**config.mk**
```make
export PLATFORM = sky130hd
export DESIGN_NAME = sdr_cas_sched
export DESIGN_NICKNAME = d
export VERILOG_FILES = /design/src/rtl/sdr_cas_sched.sv
export SDC_FILE = /design/constraint.sdc
export NUM_CORES = 1
export LEC_CHECK = 0
export CAP_MARGIN = 20
export CORE_MARGIN = 2
export CORE_UTILIZATION = 45
export CTS_CLUSTER_DIAMETER = 40
export CTS_CLUSTER_SIZE = 8
export DETAILED_ROUTE_END_ITERATION = 10
export PLACE_DENSITY = 0.87
export SYNTH_ARGS = -nofsm -noshare
export SYNTH_HDL_FRONTEND = slang
export SYNTH_SLANG_ARGS = --single-unit
```
**constraint.sdc**
```tcl
create_clock -name clk -period 2.8 [get_ports clk]
set_input_delay 0.56 -clock clk [delete_from_list [all_inputs] [get_ports clk]]
set_output_delay 0.56 -clock clk [all_outputs]
set_load 0.01 [all_outputs]
```
**src/rtl/sdr_cas_sched.sv**
```systemverilog
// sdr_cas_sched -- two-port SDRAM command scheduler, one command in flight.
//
// Arbitrates single-beat read/write requests from two client ports
// round-robin, then sequences ACTIVE -> tRCD NOPs -> READ/WRITE -> recovery
// NOPs on the SDRAM command pins. BL=1 with auto-precharge. Read data is
// captured CL clocks after the READ and returned tagged with the requester.
//
// Optional feature macro: SDR_CAS_SCHED_PERF_EN
//   defined   -> perf_rd_cnt / perf_wr_cnt count issued READ / WRITE
//                commands, saturating at 16'hFFFF
//   undefined -> counter ports are tied to zero
//
// Ports
//   clk, reset               clock, synchronous active-high reset
//   cfg_sdr_cas[2:0]         CAS latency in clocks (0 behaves as 1)
//   req_valid/req_write[1:0] per-port request and direction (1 = write)
//   req_row/req_col          per-port addresses, port0 in the LSBs
//   req_wdata                per-port write data, port0 in the LSBs
//   req_ready[1:0]           one-cycle accept strobe to the granted port
//   ras_n, cas_n, we_n       SDRAM command (NOP 111, ACT 011, RD 101, WR 100)
//   sdr_addr                 row during ACTIVE, column during READ/WRITE
//   dq_out, dq_oe            write data and its output enable
//   dq_in                    read data from the pins
//   rd_valid/rd_data/rd_id   returned read data pulse with requester id
//   perf_rd_cnt/perf_wr_cnt  command counters (see macro above)
module sdr_cas_sched #(
  parameter int DQ_WIDTH   = 16,
  parameter int ADDR_WIDTH = 12,
  parameter int TRCD       = 2,
  parameter int TRECOV     = 3
) (
  input  logic                    clk,
  input  logic                    reset,
  input  logic [2:0]              cfg_sdr_cas,
  input  logic [1:0]              req_valid,
  input  logic [1:0]              req_write,
  input  logic [2*ADDR_WIDTH-1:0] req_row,
  input  logic [2*ADDR_WIDTH-1:0] req_col,
  input  logic [2*DQ_WIDTH-1:0]   req_wdata,
  output logic [1:0]              req_ready,
  output logic                    ras_n,
  output logic                    cas_n,
  output logic                    we_n,
  output logic [ADDR_WIDTH-1:0]   sdr_addr,
  output logic [DQ_WIDTH-1:0]     dq_out,
  output logic                    dq_oe,
  input  logic [DQ_WIDTH-1:0]     dq_in,
  output logic                    rd_valid,
  output logic [DQ_WIDTH-1:0]     rd_data,
  output logic                    rd_id,
  output logic [15:0]             perf_rd_cnt,
  output logic [15:0]             perf_wr_cnt
);

  localparam logic [2:0] CMD_NOP = 3'b111;
  localparam logic [2:0] CMD_ACT = 3'b011;
  localparam logic [2:0] CMD_RD  = 3'b101;
  localparam logic [2:0] CMD_WR  = 3'b100;

  typedef enum logic [2:0] {IDLE, ACT, RCD, CMD, REC} state_t;

  state_t                state, state_nxt;
  logic [7:0]            cnt, cnt_nxt;
  logic                  last_grant;
  logic                  grant, accept, issue_rd, rd_pending;
  logic [2:0]            cl_eff;
  logic [1:0]            ready_nxt;
  logic [2:0]            cmd_nxt;
  logic [ADDR_WIDTH-1:0] addr_nxt;
  logic [DQ_WIDTH-1:0]   dq_nxt;
  logic                  oe_nxt;

  logic [ADDR_WIDTH-1:0] row_l, col_l;
  logic [DQ_WIDTH-1:0]   wdata_l;
  logic                  wr_l, id_l;

  // Read-return tracker: bit 0 reaches the front one clock before the
  // dq_in capture cycle; cap_*_p1 marks the capture cycle itself.
  logic [6:0]            sr_vld, sr_id, sr_vld_nxt, sr_id_nxt;
  logic                  cap_vld_p1, cap_id_p1;

  assign cl_eff     = (cfg_sdr_cas == 3'd0) ? 3'd1 : cfg_sdr_cas;
  assign grant      = (req_valid == 2'b11) ? ~last_grant : req_valid[1];
  assign accept     = (state == IDLE) && (|req_valid);
  // Any read still owed on dq_in (including its capture cycle) blocks a WRITE,
  // which leaves one idle clock on the bus between read data and write data.
  assign rd_pending = (|sr_vld) | cap_vld_p1;

  always_ff @(posedge clk) begin
    if (reset) begin
      state <= IDLE;
      cnt   <= 8'd0;
    end else begin
      state <= state_nxt;
      cnt   <= cnt_nxt;
    end
  end

  always_comb begin
    state_nxt = state;
    cnt_nxt   = cnt;
    ready_nxt = 2'b00;
    cmd_nxt   = CMD_NOP;
    addr_nxt  = sdr_addr;
    dq_nxt    = dq_out;
    oe_nxt    = 1'b0;
    issue_rd  = 1'b0;
    case (state)
      IDLE: begin
        if (accept) begin
          ready_nxt = grant ? 2'b10 : 2'b01;
          state_nxt = ACT;
        end
      end
      ACT: begin
        cmd_nxt  = CMD_ACT;
        addr_nxt = row_l;
        if (TRCD > 1) begin
          state_nxt = RCD;
          cnt_nxt   = 8'(TRCD - 2);
        end else begin
          state_nxt = CMD;
        end
      end
      RCD: begin
        if (cnt == 8'd0) state_nxt = CMD;
        else             cnt_nxt   = cnt - 8'd1;
      end
      CMD: begin
        if (!wr_l) begin
          cmd_nxt   = CMD_RD;
          addr_nxt  = col_l;
          issue_rd  = 1'b1;
          state_nxt = REC;
          cnt_nxt   = 8'(TRECOV - 1);
        end else if (!rd_pending) begin
          cmd_nxt   = CMD_WR;
          addr_nxt  = col_l;
          dq_nxt    = wdata_l;
          oe_nxt    = 1'b1;
          state_nxt = REC;
          cnt_nxt   = 8'(TRECOV - 1);
        end
      end
      REC: begin
        if (cnt == 8'd0) state_nxt = IDLE;
        else             cnt_nxt   = cnt - 8'd1;
      end
      default: state_nxt = IDLE;
    endcase
  end

  // CL is sampled here, at READ issue, by choosing the load slot.
  always_comb begin
    sr_vld_nxt = {1'b0, sr_vld[6:1]};
    sr_id_nxt  = {1'b0, sr_id[6:1]};
    if (issue_rd) begin
      sr_vld_nxt[cl_eff - 3'd1] = 1'b1;
      sr_id_nxt[cl_eff - 3'd1]  = id_l;
    end
  end

  // Accept stage: latch the granted request.
  always_ff @(posedge clk) begin
    if (accept) begin
      row_l   <= grant ? req_row[2*ADDR_WIDTH-1:ADDR_WIDTH] : req_row[ADDR_WIDTH-1:0];
      col_l   <= grant ? req_col[2*ADDR_WIDTH-1:ADDR_WIDTH] : req_col[ADDR_WIDTH-1:0];
      wdata_l <= grant ? req_wdata[2*DQ_WIDTH-1:DQ_WIDTH] : req_wdata[DQ_WIDTH-1:0];
      wr_l    <= grant ? req_write[1] : req_write[0];
      id_l    <= grant;
    end
  end

  // Pin stage: registered command, address and write data.
  always_ff @(posedge clk) begin
    if (reset) begin
      last_grant          <= 1'b1;
      req_ready           <= 2'b00;
      {ras_n, cas_n, we_n} <= CMD_NOP;
      sdr_addr            <= '0;
      dq_out              <= '0;
      dq_oe               <= 1'b0;
    end else begin
      if (accept) last_grant <= grant;
      req_ready           <= ready_nxt;
      {ras_n, cas_n, we_n} <= cmd_nxt;
      sdr_addr            <= addr_nxt;
      dq_out              <= dq_nxt;
      dq_oe               <= oe_nxt;
    end
  end

  // Return stage: latency shift, capture of dq_in, then the rd_valid pulse.
  always_ff @(posedge clk) begin
    if (reset) begin
      sr_vld     <= '0;
      sr_id      <= '0;
      cap_vld_p1 <= 1'b0;
      cap_id_p1  <= 1'b0;
      rd_valid   <= 1'b0;
      rd_data    <= '0;
      rd_id      <= 1'b0;
    end else begin
      sr_vld     <= sr_vld_nxt;
      sr_id      <= sr_id_nxt;
      cap_vld_p1 <= sr_vld[0];
      cap_id_p1  <= sr_id[0];
      rd_valid   <= cap_vld_p1;
      if (cap_vld_p1) begin
        rd_data <= dq_in;
        rd_id   <= cap_id_p1;
      end
    end
  end

`ifdef SDR_CAS_SCHED_PERF_EN
  always_ff @(posedge clk) begin
    if (reset) begin
      perf_rd_cnt <= 16'd0;
      perf_wr_cnt <= 16'd0;
    end else begin
      if ((cmd_nxt == CMD_RD) && (perf_rd_cnt != 16'hFFFF)) perf_rd_cnt <= perf_rd_cnt + 16'd1;
      if ((cmd_nxt == CMD_WR) && (perf_wr_cnt != 16'hFFFF)) perf_wr_cnt <= perf_wr_cnt + 16'd1;
    end
  end
`else
  assign perf_rd_cnt = 16'd0;
  assign perf_wr_cnt = 16'd0;
`endif

endmodule

```
[Word-level counts from Yosys, hierarchy flattened]
Cells that the tools add are included.
Storage, ports and cells
  flip-flop bits (word level): 122
  bits in latches: 0
  RAM bits: 0
  bits in read-only memories: 0
  input bits: 105
  output and inout bits: 84
  word-level logic and storage cells: 95
  memories: 0
Cells by class
  add/sub/neg operators: 2
  $mul: 0
  div/mod/pow operators: 0
  magnitude comparators: 2
  eq/ne operators: 10
  shifts and indexed selects: 0
  multiplexer cells: 31
  bitwise operators: 9
  reduce and logical (&&, ||, !) cells: 17
Operators with widths (number)
  12-bit two-way mux: 4
  8-bit two-way mux: 3
  12-bit case mux with 2 select lines: 1
  8-bit case mux with 3 select lines: 1
  3-bit two-way mux: 6
  16-bit two-way mux: 1
  3-bit case mux with 5 select lines: 1
  6-bit two-way mux: 2
  8-bit zero test: 1
  2-bit inequality test, second input constant: 4
  8-bit by 1-bit subtractor with 8-bit output, second input constant: 1
  7-bit bitwise mux: 1
  1-bit inverter: 7
  6-bit by 7-bit bitwise OR with 7-bit output: 1
  7-bit OR reduction: 1
  3-bit by 2-bit equality test with 1-bit output, second input constant: 2
  3-bit zero test: 2
  1-bit two-way mux: 6
  2-bit two-way mux: 3
  3-bit case mux with 2 select lines: 1
  3-bit AND reduction: 2
  2-bit OR reduction: 3
  3-bit OR reduction: 2
  3-bit by 4-bit < comparator with 1-bit output, second input constant: 1
  13 further kinds: 14

[Logic depth before layout (Yosys ltp)]
Gate-level depths: netlist of the first run.
  depth in word-level cells: 9
  depth in mapped cells: 8

[Worst setup path before layout of the first run]
No wires, ideal clock.
  path kind: register to register
  from: reg state[0]
  to: reg col_l[0], enable pin
  data arrival time: 1672 ps
  setup slack: 731 ps
  cell stages (with the launch flop): 5
  clock period less this slack: 2069 ps
  path through: dfxtp_1 > clkbuf_1 > nor3_1 > o21ai_0 > inv_1
Between the ends
  longest elaborated chain between the ends: 2
RTL lines
  from (decl): line 62  | state_t state, state_nxt;
  from (signal assigned): line 94  | state <= state_nxt;
  3-bit zero test: line 84  | assign accept = (state == IDLE) && (|req_valid);
  1-bit logical AND: line 84
  net accept: line 65  | logic grant, accept, issue_rd, rd_pending;
  to (signal assigned): line 167  | col_l <= grant ? req_col[2*ADDR_WIDTH-1:ADDR_WIDTH] : req_col[ADDR_WIDTH-1:0];
  to (decl): line 73  | logic [ADDR_WIDTH-1:0] row_l, col_l;
The timed path passes the listed nets, and every way through them passes these cells.
A chain may end at the register's enable or synchronous reset.

[Worst setup path in the final report of the first run]
  from: reg state[1]
  to: reg dq_out[5]
Between the ends
  longest elaborated chain between the ends: 2
RTL lines
  3-bit by 2-bit equality test with 1-bit output: line 108  | case (state)
  3-bit AND reduction (no source line)
  to (signal assigned): line 188  | dq_out <= dq_nxt;
  to (decl): line 45  | output logic [DQ_WIDTH-1:0] dq_out,
No other way between the ends.

==> flow_summary.ini, run 1 <==
[outcome]
status = finished clean

[logic_synthesis]
ys.flop_type = dfxtp_1
synth_top_area_share_pct = 30.8
yosys_warnings = 0
seq_area_frac_synth_pct = 55.0
syn_inst = 464
synth_area_leader_cell = dfxtp_1
ys_types = 43
synth_edf_count = 42
async_reset_ff_share_pct = 0
ys_ff_latch = 122
synthMostInstantiatedCell = dfxtp_1
ys_top_cells_by_area = dfxtp_1 (31%), edfxtp_1 (24%), mux2_2 (8.9%), mux2i_1 (7.5%), nor2_1 (4.8%)
avgSynthCellArea_sq_um = 11.2
synthTopCellsByCount = dfxtp_1 (80), nor2_1 (66), edfxtp_1 (42)
netlist_area_sq_um = 5200

[worst_setup_path]
cp_slowest_cell = or3_1
cp-end-kind = flop
crit_path_start_kind = flop
path_max_fanout = 17
worstPathCellList = nand3b_1, or3_1, mux2i_1, nor2_1
required_ns = 3.08
arrival_ns = 2.58
reg2reg_slack_ns = 0.50
path_class = flop to flop
critPathMaxStageDelay_ns = 0.84

[timing]
timing.fmax_mhz = 436
rsz0062_at_grt = no
setup_viol = 0
period_minus_slack_ns = 2.30
tns_ns = 0
final_max_slew_viol_count = 0
fin_crit_sh_pct = 82.0
worst_pin_slew_ns = 0.961
finalHoldViolations = 0
skew_ns = 0.00659
slew_headroom_pct = 35.9

[clocking]
clock_tree.buffer_depth = 2
htreeDepth = 4
cts_tree = done
post-cts-setup-buffer-count = 0
cts_hold_buf = 0
clk_pin_slew_worst_paths_ns = 0.05
clkLatencyLatePin_ns = 0.41
tritoncts.num_buffers = 17
cts_resized = 0
cts_root_buf = clkbuf_16
cts_num_sinks = 122

[global_route]
grt_use_total_pct = 19.0
grt_max_degree = 44
grt_pass1_vias = 4002
grt_first_pass_wirelength_um = 18800
antenna_found_initial = 1
gr-total-overflow = 0

[run]
drv_cap = 0

[place]
dp_cells = 743
gp_congestion = 0.789
dp_hpwl_um = 8440
portBuffers = 156
placed_cell_area_sq_um = 6800

[die]
ioPinCount = 189
num_rows = 39
dieHeight_um = 112
dieArea_sq_um = 12400
start_util_pct = 45.8
coreArea_sq_um = 11400
die_w_um = 112

[finish]
drive_above_1_share_pct = 13.9
final_cell_count_no_fill = 776
ff_latch_area_sq_um = 2860
utilization_pct = 65.0
area_growth_pct = 42.2
stdcell_area_sq_um = 7400
nFillCells = 870
multi_input_area_sq_um = 2060
final_nets = 727

[pwr]
peakVddDrop_uv = 514
power_uw = 6400
cellLeakagePower_uw = 0.00288
powerDensity_nw_per_um2 = 865

[routing]
avgViaCountPerCell = 5.04
drtIter0Drc = 131
drt_first_pass_iters = 4
route.detailed.drc = 0
routedWlPerCell_um = 14.8
drtAntennaViolNets = 0
vias = 3912
drt-total-wl_um = 11500

[hold_path]
hold_class = flop to flop
[worst max-delay path, delay by kind of cell, from the launching register on]
family,cells,cell delay (ns)
and+or+nand+nor,3,1.26
muxes,1,0.30
DFF,1,0.61
[worst paths after layout]
kind	start	end	depth (start not counted)
max	state[1]	dq_out[5]	4
min	sr_id[0]	cap_id_p1	1
min reg2reg	sr_id[0]	cap_id_p1	1
max reg2reg	state[1]	dq_out[5]	4
[state kept, by name, summed over array words and instances, names as in the netlist]
name and cells:
cap_id_p1 1, cap_vld_p1 1, cas_n 1, cnt 8, col_l 12, dq_oe 1
dq_out 16, id_l 1, last_grant 1, ras_n 1, rd_data 16, rd_id 1
rd_valid 1, req_ready 2, row_l 12, sdr_addr 12, sr_id 7, sr_vld 7
state 3, wdata_l 16, we_n 1, wr_l 1
[cell families after synthesis]
kind of cell / synth area share, %
flip-flops: 55.0
AND/OR/NAND/NOR: 12.7
multiplexers: 16.4
XOR/XNOR: 1.35
other: 0.0721
AO/OA/AOI/OAI: 5.92
adder cells (fa/ha/maj): 0.722
buffers and inverters: 7.82
[metrics by stage]
| stage | setup WS (ns) | hold slack, ns |
|---|---|---|
| floorplan | 0.731 | 0.414 |
| global placement | 0.236 | 0.448 |
| detailed placement | 0.161 | 0.437 |
| CTS | 0.476 | 0.448 |
| global route | 0.288 | 0.459 |
| finish | 0.505 | 0.437 |
[area by class of cell]
cell class / instances / share of cell area, %
Antenna cell: 1 / 0.0338
Sequential cell: 122 / 38.7
Timing Repair Buffer: 164 / 22.2
Inverter: 14 / 0.711
Tap cell: 143 / 2.42
Clock buffer: 27 / 7.38
Multi-Input combinational cell: 300 / 27.9
Clock inverter: 5 / 0.694
[metal layers]
layer | vias to the layer above | GRT usage (%) | routed length (um)
met3 | 23 | 6.59 | 824
met1 | 1854 | 20.3 | 4400
met2 | 155 | 33.9 | 5970
met4 | 0 | 8.15 | 270
met5 | - | 0 | 0
li1 | 1880 | - | -
[placed cells by master, fill, tap and decap left out, types with 6 or more instances in the layout]
cell type / synthesis / routed
nand2_1: 18 / 18
inv_1: 14 / 13
edfxtp_1: 42 / 42
nand3_1: 16 / 16
dfxtp_1: 80 / 80
xnor2_1: 6 / 6
buf_4: 32 / 6
clkbuf_16: 0 / 19
nor3_1: 6 / 6
nor2_1: 66 / 66
a311oi_1: 12 / 12
conb_1: 1 / 32
or3_1: 7 / 7
mux2_2: 41 / 41
mux2i_1: 39 / 39
clkdlybuf4s50_1: 0 / 155
a21oi_1: 12 / 12
[power breakdown]
group	total (uW)	switching [uW]	internal (uW)	leakage, uW
clock	2150	736	1420	0.000298
sequential	2590	239	2360	0.00106
combinational	1650	868	784	0.00153
total	6400	1840	4560	0.00288
Note: power is estimated with default switching activity, not from simulation.
==> inputs of run 2 (changes only) <==
Settings changed: CORE_UTILIZATION 45 to 40, PLACE_DENSITY 0.87 to 0.82.
Clock period 2.8 ns to 2 ns, I/O delays scaled along.
==> flow_summary.ini, run 2 (synthesis results as in run 1) <==
[clocking]
clk_pin_slew_worst_paths_ns = 0.05
cts_root_buf = clkbuf_16
cts_num_sinks = 122
cts_resized = 0
clock_tree.buffer_depth = 2
cts_tree = done
cts_hold_buf = 0
clkLatencyLatePin_ns = 0.41
tritoncts.num_buffers = 17
htreeDepth = 4
post-cts-setup-buffer-count = 0

[pwr]
clockPowerShare_pct = 32.6
cellLeakagePower_uw = 0.00297
powerDensity_nw_per_um2 = 1210
peakVddDrop_uv = 578
p_int_uw = 6530
pwr-share-comb_pct = 28.4
swShare_pct = 29.1
p_seq_share_pct = 38.9
p_sw_uw = 2680

[worst_setup_path]
critPathMaxStageDelay_ns = 0.42
worstPathCellList = inv_1, ha_1, nand2b_1, o32ai_4, a211o_1, or4_1, a21oi_1
cp_slowest_cell = or4_1
crit_path_start_kind = flop
path_max_fanout = 5
required_ns = 2.34
arrival_ns = 2.26
cp-end-kind = flop
path_class = flop to flop

[routing]
drtIter0Drc = 192
drt-total-wl_um = 11800
routedWlPerCell_um = 14.4
route.detailed.drc = 0
vias = 3898
drtAntennaViolNets = 0
drt_first_pass_iters = 6
avgViaCountPerCell = 4.74

[finish]
final_nets = 745
stdcell_area_sq_um = 7610
area_growth_pct = 46.3
nFillCells = 1026
antenna_cells = 0
drive_above_1_share_pct = 17.4
final_common_cell = clkdlybuf4s50_1
final_cell_mix = clkdlybuf4s50_1 (155), dfxtp_1 (80), nor2_1 (66), edfxtp_1 (42), mux2_2 (41)
reg_top3 = dq_out (16), rd_data (16), wdata_l (16)

[hold_path]
hold_class = input pin to flop

[timing]
skew_ns = 0.00592
fin_crit_sh_pct = 95.9
timing.fmax_mhz = 521
final_max_slew_viol_count = 0
slew_headroom_pct = 67.0
worst_pin_slew_ns = 0.482
finalHoldViolations = 0
tns_ns = 0
period_minus_slack_ns = 1.92
setup_viol = 0

[outcome]
status = finished clean

[global_route]
gr-total-overflow = 0
antenna_found_initial = 0
grt_max_degree = 49
grt_first_pass_wirelength_um = 19100
grt_pass1_vias = 3974
grt_use_total_pct = 17.6

[die]
ioPinCount = 189
coreArea_sq_um = 12700
start_util_pct = 41.1
dieArea_sq_um = 13900
die_w_um = 118
dieHeight_um = 118
num_rows = 41

[place]
placed_cell_area_sq_um = 6980
portBuffers = 156
gp_congestion = 0.840
dp_hpwl_um = 8630

[run]
drv_cap = 0
## run 2: worst max-delay path: cells and delay by family, from the launching register on
family	cells	cell delay, ns
buffers and inverters	1	0.07
and+or+nand+nor	2	0.58
adders and majority gates	1	0.20
DFF	1	0.35
AOI/OAI and AO/OA	3	0.65
## run 2: through the flow
step	instances	utilization, %	hold slack, ns	total power [uW]	setup slack, ns
after floorplan	495	-	0.414	5090	0.000152
after global placement	790	55.1	0.444	6050	-0.247
after detailed placement	790	55.1	0.450	6180	-0.298
after CTS	822	59.8	0.279	9230	0.0414
after global routing	822	60.1	0.281	9730	-0.00126
final	822	60.1	0.308	9220	0.0820
## run 2: power groups by stage
stage          clock network (uW)  logic [uW]  registers [uW]
3_3_place_gp                    0        2460            3590
6_report                     3010        2620            3590
5_1_grt                      3200        2880            3650
3_5_place_dp                    0        2550            3630
2_1_floorplan                   0        1490            3610
4_1_cts                      3080        2570            3580
## run 2: path summary, 6_finish.rpt
kind / startpoint / end / slack (ns) / cells after the start
max: cnt[0] / cnt[4] / 0.08 / 7
min reg2reg: sr_id[0] / cap_id_p1 / 0.46 / 1
max reg2reg: cnt[0] / cnt[4] / 0.08 / 7
min: reset / cas_n / 0.31 / 2
## run 2: final cells by class
type | count | area, sq um | share of cell area [%]
inverter | 14 | 56.3 | 0.740
timing repair buffer | 182 | 1790 | 23.5
sequential | 122 | 2860 | 37.6
tap | 172 | 215 | 2.83
clock buffer | 22 | 484 | 6.36
multi-input combinational | 300 | 2090 | 27.5
clock inverter | 10 | 114 | 1.50
## run 2: metal layers
layer / wire length (um) / track usage [%] / up-vias
li1: - / - / 1907
met1: 4580 / 19.1 / 1823
met5: 0 / 0 / -
met2: 6150 / 30.4 / 152
met3: 920 / 7.27 / 16
met4: 184 / 7.23 / 0
==> inputs of run 3 (changes only) <==
Settings changed: CORE_MARGIN 2 to unset, MAX_ROUTING_LAYER set to met4, SKIP_LAST_GASP set to 1.
==> flow_summary.ini, run 3 (synthesis results as in run 1) <==
[routing]
drtAntennaViolNets = 0
route.detailed.drc = 0
routedWlPerCell_um = 15.5
drt-total-wl_um = 12700
vias = 4032
avgViaCountPerCell = 4.90
drtIter0Drc = 277
drt_first_pass_iters = 4

[worst_setup_path]
path_class = flop to flop
path_max_fanout = 5
arrival_ns = 2.35
crit_path_start_kind = flop
required_ns = 2.35
cp-end-kind = flop

[die]
num_rows = 41
dieArea_sq_um = 13500
dieHeight_um = 116
ioPinCount = 189
coreArea_sq_um = 12700
die_w_um = 116
start_util_pct = 41.1

[global_route]
antenna_found_initial = 0
grt_pass1_vias = 4070
grt_first_pass_wirelength_um = 19700
grt_use_total_pct = 20.3
grt_max_degree = 35
gr-total-overflow = 0

[outcome]
status = finished, violations left
violations = setup timing

[timing]
timing.fmax_mhz = 500
setup_viol = 1
worst_pin_slew_ns = 0.577
skew_ns = 0.0121
rsz0062_at_grt = yes
final_max_slew_viol_count = 0
finalHoldViolations = 0
fin_ws_ns = -0.000550
period_minus_slack_ns = 2.00
fin_crit_sh_pct = 100
slew_headroom_pct = 60.5
whs_ns = 0.385

[place]
portBuffers = 156
gp_congestion = 0.793
pre_cts_slack_ns = -0.341
dp_hpwl_um = 8940
dp_cells = 788
placed_cell_area_sq_um = 6960

[pwr]
clockPowerShare_pct = 34.2
swShare_pct = 30.2
cellLeakagePower_uw = 0.00300
p_seq_share_pct = 37.8
p_sw_uw = 2890
pwr-share-comb_pct = 28.0
peakVddDrop_uv = 610
powerDensity_nw_per_um2 = 1250
p_int_uw = 6670

[clocking]
clkLatencyLatePin_ns = 0.42
cts_tree = done
cts_num_sinks = 122
tritoncts.num_buffers = 17
cts_root_buf = clkbuf_16
htreeDepth = 4
clk_pin_slew_worst_paths_ns = 0.06
clock_tree.buffer_depth = 2
cts_hold_buf = 0

[hold_path]
hold_class = input pin to flop

[run]
drv_cap = 0

[finish]
stdcell_area_sq_um = 7670
drive_above_1_share_pct = 18.4
antenna_cells = 0
final_cell_mix = clkdlybuf4s50_1 (155), dfxtp_1 (80), nor2_1 (66), edfxtp_1 (42), mux2_2 (41)
reg_top3 = dq_out (16), rd_data (16), wdata_l (16)
final_cell_count_no_fill = 823
nFillCells = 1023
area_growth_pct = 47.5
final_common_cell = clkdlybuf4s50_1
final_nets = 746
run 3: changes by cell type in the layout (fill, tap and decap cells not counted), moves of 2 or more:
| cell | delta |
|---|---|
| clkinvlp_4 | -4 |
| buf_4 | +2 |
| clkbuf_8 | -4 |
| clkinv_4 | +3 |
| inv_6 | +5 |
| bufinv_16 | +2 |
run 3: worst paths after layout:
kind / startpoint / end / slack [ns] / cells after the start
worst min register to register: sr_id[0] / cap_id_p1 / 0.45 / 1
worst min-delay path: reset / rd_data[0] / 0.38 / 2
worst max-delay path: cnt[2] / cnt[5] / -0.0006 / 5
worst max register to register: cnt[2] / cnt[5] / -0.0006 / 5
run 3: critical path: stages (launching register included):
cell      delay [ns]
dfxtp_1         0.36
or4_4           0.59
o32ai_4         0.36
a211oi_2        0.17
a211oi_1        0.30
a31o_2          0.16
run 3: layout make-up:
| class | count | area, sq um | share of cell area, % |
|---|---|---|---|
| Clock buffer | 17 | 425 | 5.55 |
| Clock inverter | 15 | 209 | 2.72 |
| Inverter | 14 | 56.3 | 0.734 |
| Multi-Input combinational cell | 300 | 2120 | 27.6 |
| Sequential cell | 122 | 2860 | 37.3 |
| Tap cell | 172 | 215 | 2.81 |
| Timing Repair Buffer | 183 | 1780 | 23.3 |
run 3: power by group through the flow:
stage          Sequential [uW]  Combinational [uW]  Clock [uW]
6_report                  3610                2680        3270
5_1_grt                   3670                2900        3440
4_1_cts                   3600                2550        3330
3_5_place_dp              3640                2500           0
3_3_place_gp              3600                2380           0
2_1_floorplan             3610                1490           0
run 3: layer usage:
layer / track usage, % / wire length, um / up-vias
met4: 7.44 / 260 / 0
li1: - / - / 1914
met5: - / 0 / -
met1: 20.5 / 4820 / 1904
met3: 6.75 / 814 / 33
met2: 36.3 / 6840 / 181
run 3: metrics by stage:
| step | util [%] | TNS (ns) | power (uW) |
|---|---|---|---|
| floorplan | - | 0 | 5090 |
| global placement | 54.9 | -8.64 | 5990 |
| detailed placement | 54.9 | -8.73 | 6140 |
| CTS | 60.0 | 0 | 9490 |
| global route | 60.5 | -0.246 | 10000 |
| finish | 60.5 | -0.000550 | 9560 |
run 3: what timing repair did:
item                                    CTS  global route
pin swaps                                 0             3
buffers inserted                          0             3
endpoints found under the setup margin    1             7
resized for setup                         1             9
